### config.mk
export PLATFORM = sky130hd
export DESIGN_NAME = tmr_voter_monitor
export DESIGN_NICKNAME = d
export VERILOG_FILES = /design/src/rtl/tmr_voter_monitor.sv
export SDC_FILE = /design/constraint.sdc
export NUM_CORES = 1
export LEC_CHECK = 0
export ABC_AREA = 1
export BUFFER_PORTS_ARGS = -buffer_cell sky130_fd_sc_hd__buf_2
export CAP_MARGIN = 20
export CORE_AREA = 2 2 206 208
export DETAILED_ROUTE_END_ITERATION = 7
export DIE_AREA = 0 0 208 210
export PLACE_DENSITY_LB_ADDON = 0.1
export REMOVE_ABC_BUFFERS = 1
export SLEW_MARGIN = 20
export SYNTH_ARGS = -nofsm -noshare
export SYNTH_HDL_FRONTEND = slang
export SYNTH_SLANG_ARGS = --single-unit
export TNS_END_PERCENT = 30
### constraint.sdc
create_clock -name clk_i -period 2.7 [get_ports clk_i]
set_input_delay 0.27 -clock clk_i [delete_from_list [all_inputs] [get_ports clk_i]]
set_output_delay 0.27 -clock clk_i [all_outputs]
set_load 0.005 [all_outputs]
### src/rtl/tmr_voter_monitor.sv
// tmr_voter_monitor: registered TMR array voter with per-way fault tracking and duplex fallback
module tmr_voter_monitor #(
    parameter int W      = 32,
    parameter int U      = 4,
    parameter int CNT_W  = 8,
    parameter int THRESH = 4
) (
    input  logic         clk_i,
    input  logic         rst_i,
    input  logic         clear_i,
    input  logic         valid_i,
    input  logic [W-1:0] in0 [0:U-1],
    input  logic [W-1:0] in1 [0:U-1],
    input  logic [W-1:0] in2 [0:U-1],
    output logic         valid_o,
    output logic [W-1:0] out [0:U-1],
    output logic         error1_o,
    output logic         error2_o,
    output logic [2:0]   way_faulty_o,
    output logic [1:0]   state_o
);
    typedef enum logic [1:0] {NORMAL = 2'd0, DEGRADED = 2'd1, FAILED = 2'd2} state_t;
    localparam logic [CNT_W-1:0] MAX = '1;
    localparam logic [CNT_W-1:0] TH  = CNT_W'(THRESH);
    state_t           state, state_n;
    logic [CNT_W-1:0] cnt [0:2];
    logic [CNT_W-1:0] cnt_n [0:2];
    logic [CNT_W-1:0] dcnt, dcnt_n;
    logic [2:0]       faulty_n;
    logic [1:0]       sel, way_a, way_b, sole, minor;
    logic             eq01, eq02, eq12, eq_ab, all_diff, e1_n, e2_n;
    logic [W-1:0]     vote [0:U-1];

    assign state_o = state;
    // surviving pair in DEGRADED (a < b) and sole survivor in FAILED
    assign way_a   = way_faulty_o[0] ? 2'd1 : 2'd0;
    assign way_b   = way_faulty_o[2] ? 2'd1 : 2'd2;
    assign sole    = !way_faulty_o[0] ? 2'd0 : !way_faulty_o[1] ? 2'd1 : 2'd2;
    assign eq_ab   = way_faulty_o[0] ? eq12 : way_faulty_o[1] ? eq02 : eq01;
    assign all_diff = !eq01 && !eq02 && !eq12;

    // whole-array pairwise equality
    always_comb begin
        eq01 = 1'b1;
        eq02 = 1'b1;
        eq12 = 1'b1;
        for (int u = 0; u < U; u++) begin
            eq01 = eq01 && (in0[u] == in1[u]);
            eq02 = eq02 && (in0[u] == in2[u]);
            eq12 = eq12 && (in1[u] == in2[u]);
        end
    end

    // vote selection, error flags and next counter/flag/state values
    always_comb begin
        sel      = 2'd0;
        e1_n     = 1'b0;
        e2_n     = 1'b0;
        minor    = 2'd3;
        state_n  = state;
        faulty_n = way_faulty_o;
        dcnt_n   = dcnt;
        cnt_n    = cnt;
        if (state == NORMAL) begin
            minor = (eq01 && eq02) ? 2'd3 : eq01 ? 2'd2 : eq02 ? 2'd1 : eq12 ? 2'd0 : 2'd3;
            sel   = (minor == 2'd0) ? 2'd1 : 2'd0;
            e1_n  = !(eq01 && eq02);
            e2_n  = all_diff;
            for (int k = 0; k < 3; k++) begin
                if (!all_diff)
                    cnt_n[k] = (minor == 2'(k)) ? ((cnt[k] == MAX) ? MAX : cnt[k] + 1'b1) : '0;
                if (minor == 2'(k) && cnt_n[k] == TH) begin
                    faulty_n[k] = 1'b1;
                    state_n     = DEGRADED;
                end
            end
        end else if (state == DEGRADED) begin
            sel    = way_a;
            e2_n   = !eq_ab;
            dcnt_n = eq_ab ? '0 : (dcnt == MAX) ? MAX : dcnt + 1'b1;
            if (dcnt_n == TH) begin
                faulty_n[way_b] = 1'b1;
                state_n         = FAILED;
            end
        end else begin
            sel  = sole;
            e2_n = 1'b1;
        end
        for (int u = 0; u < U; u++)
            vote[u] = (sel == 2'd0) ? in0[u] : (sel == 2'd1) ? in1[u] : in2[u];
    end

    // output registers and health state; clear discards the beat's health update
    always_ff @(posedge clk_i) begin
        if (rst_i) begin
            valid_o      <= 1'b0;
            error1_o     <= 1'b0;
            error2_o     <= 1'b0;
            way_faulty_o <= '0;
            state        <= NORMAL;
            dcnt         <= '0;
            for (int u = 0; u < U; u++) out[u] <= '0;
            for (int k = 0; k < 3; k++) cnt[k] <= '0;
        end else begin
            valid_o  <= valid_i;
            error1_o <= valid_i && e1_n;
            error2_o <= valid_i && e2_n;
            if (valid_i) out <= vote;
            if (clear_i) begin
                way_faulty_o <= '0;
                state        <= NORMAL;
                dcnt         <= '0;
                for (int k = 0; k < 3; k++) cnt[k] <= '0;
            end else if (valid_i) begin
                way_faulty_o <= faulty_n;
                state        <= state_n;
                dcnt         <= dcnt_n;
                cnt          <= cnt_n;
            end
        end
    end
endmodule
==> run summary <==
Flop pwr share: 34.8%
Starting DRC count in detailed routing: 1,015
M3 GR Usage: 9.148%
CTS tree: yes
Clk_lat worst skew: 500 ps
Die height: 210 um
WP data required: 3120 ps
Crit. End Element: register
Crit path DAT: 2810 ps
Worst reg-to-reg setup slack: 390 ps
Vias: 18,590
Router iterations before antenna repair: 7
Tmin final: 2383 ps
Actual slew at the worst max-slew pin: 829.1 ps
Worst setup SP type: input port
Clk buf depth: 2
Share of post-route cells with drive strength above 1: 24.92%
LEAKAGE: 9.872 nW
I/O pins: 524
Final Hold Vio Count: 0
Post-DR vias/cell: 5.070
CTS H-tree depth: 4
Clk sinks: 168
Share of flip-flops with an asynchronous set or reset: 0%
Worst reg2reg startpoint: cnt[0]
MaxCap Viol Count: 0
VDD IR max: 0.4669 mV
Busiest layer in global routing: met2
Gpl congestion: 0.9087
Post-synth top area share: 21.27%
Initial antenna violation count: 35
Chip Width: 208 um
Crit path kind: input port to register
Hold path cells: 3
Commonest cells post-synth: 706 x nand2_1, 302 x xnor2_1, 283 x inv_1, 269 x nor2_1, 203 x a21oi_1
Unrepaired setup endpoints after global routing: false
Reg-to-reg endpoint: state_o[0]
Crit-path max FO: 15
Status: complete, no violations
Power share of the clock group: 38.0%
Netlist cell types: 38
Vias in the first global route: 17,910
# port buffers: 523
Starting Density: 38.12%
Logic pwr share: 27.1%
Global-route wire length before repair: 99.12 mm
Power per Cell Area: 377.4 nW/um^2
Antenna viol nets, final: 0
P_sw: 2.459 mW
Yosys top cell by area: dfxtp_1
Largest net degree at the start of global routing: 170
Area Overhead vs Synth: 28.79%
Netlist Area Pre-Place: 15,810 um^2
FF-to-FF path depth: 19
Synth top area cells: dfxtp_1 21%, nand2_1 17%, xnor2_1 17%, o211ai_1 7.3%, inv_1 6.7%
CP Capture Point: out[45]
EDFF count, synth: 0
Flops & latches, synth: 168
Row count: 75
Sw Ratio: 31.99%
Die footprint: 43,680 um^2
Placeable Area: 41,480 um^2
Nets@finish: 3,485
Total setup buffers inserted after CTS: 0
Fmax: 419.7 MHz
Max-slew violations: 0
Routed WL per cell: 17.66 um
Mapped Cells: 2,545
Worst setup startpoint: in0[68]
Total CTS buffers: 17
Tcrit/Tclk final: 88.24%
Final Skew: 10.04 ps
Worst Hold Class: input port to register
Top-count cell post-synth: nand2_1
DRC: 0
Final HPWL DP: 49.48 mm
Setup violators final: 0
Met2 GRT Util: 49.51%
Setup TNS: 0 ps
Core Util, Final: 49.10%
Root Buffer: clkbuf_16
Ys flop type: dfxtp_1
Met1 Usage GRT: 33.87%
Total GRT Usage: 29.06%
Internal power: 5.228 mW
Synth warnings: 0
Max transition margin: 44.73%
Mean Syn Cell Area: 6.213 um^2
Sequential-to-total area share from yosys stat: 21.27%
Total grt overflow: 0
Reg clk slew, reported paths: 80 ps
Final wirelength: 64.73 mm
-- per-stage QoR --
step | setup slack (ps) | power (mW) | std cells | cell area [um^2] | hold WS (ps)
floorplan | -2833 | 3.754 | 2425 | 15210 | 339.1
global placement | -426.9 | 4.777 | 3613 | 19640 | 449.6
detailed placement | -439.9 | 4.807 | 3613 | 19640 | 452.9
CTS | 94.08 | 7.767 | 3645 | 20300 | 92.90
global route | 47.18 | 8.085 | 3660 | 20350 | 102.6
finish | 317.5 | 7.687 | 3666 | 20370 | 123.4
-- cell usage in the layout (no fill, tap or decap), drive strengths merged, types with 3 or more instances in the layout --
cell type	n
xnor2	302
or2	4
ha	4
nor3	7
o211ai	189
o21ai	133
nand2	710
clkbuf	19
a31oi	5
bufinv	5
xor2	26
clkinv	3
inv	292
nand3	73
diode	21
nor2	275
a21oi	203
nand4	29
buf	649
dfxtp	168
-- what timing repair did --
| action | CTS | global route |
|---|---|---|
| endpoints found under the setup margin | 0 | 133 |
| hold buffers | 0 | 0 |
| gates resized for setup | 0 | 4 |
| endpoints found under the hold margin | 0 | 0 |
-- sequential cells by signal (all words and copies together), names as in the netlist --
register	count
out	128
cnt	24
dcnt	8
way_faulty_o	3
state_o	2
error1_o	1
error2_o	1
valid_o	1
-- worst min path at each step --
| stage | to | start |
|---|---|---|
| final | out[119] | in0[119] |
| after global routing | out[115] | rst_i |
| after CTS | out[119] | in0[119] |
| after detailed placement | out[93] | out[93] |
| after global placement | out[35] | out[35] |
| after floorplan | out[0] | rst_i |
-- layer usage --
metal / part of all wire [%] / wire length [um]
met5: 0.22 / 143
met4: 3.2 / 2076
met3: 7.8 / 5039
met2: 48 / 30750
met1: 41 / 26720
-- worst max-delay path, stage by stage --
cell and delay, ps:
buf_2 160, xnor2_1 130, nand2_1 70, nor2_1 160
nand2_1 140, nor2_4 200, nand2_1 90, nor2_2 230
nand2_2 150, nand2_2 120, nor2_4 50, a21boi_4 260
inv_6 160, buf_4 240, o211ai_2 80, o211ai_1 110
a21oi_1 170
-- power by group through the flow --
stage          Combinational [mW]  Clock (mW)  Sequential (mW)
5_1_grt                      2.31        3.08             2.69
3_3_place_gp                 2.05           0             2.73
4_1_cts                      2.09        3.00             2.68
6_report                     2.09        2.92             2.68
3_5_place_dp                 2.08           0             2.73
2_1_floorplan                1.02           0             2.74
-- final cells by class --
cell class	instances	area, um^2
Tap cell	539	674.4
Fill cell	4399	21110
Antenna cell	21	52.55
Timing Repair Buffer	649	3722
Clock inverter	13	215.2
Sequential cell	168	3371
Inverter	288	1089
Multi-Input combinational cell	1969	10800
Clock buffer	19	442.9
-- kinds of logic (layout without fill, tap and decap cells) --
kind of cell    count (synthesis)  in the layout  synth area share (%)
compound gates                535            535                 22.04
xor+xnor                      328            328                 18.17
fa+ha+maj                       4              4                0.3165
buf+inv                       408            969                 10.63
flops                         168            168                 21.27
other cells                     0             21                     0
simple gates                 1102           1102                 27.58
Note: power is estimated with default switching activity, not from simulation.
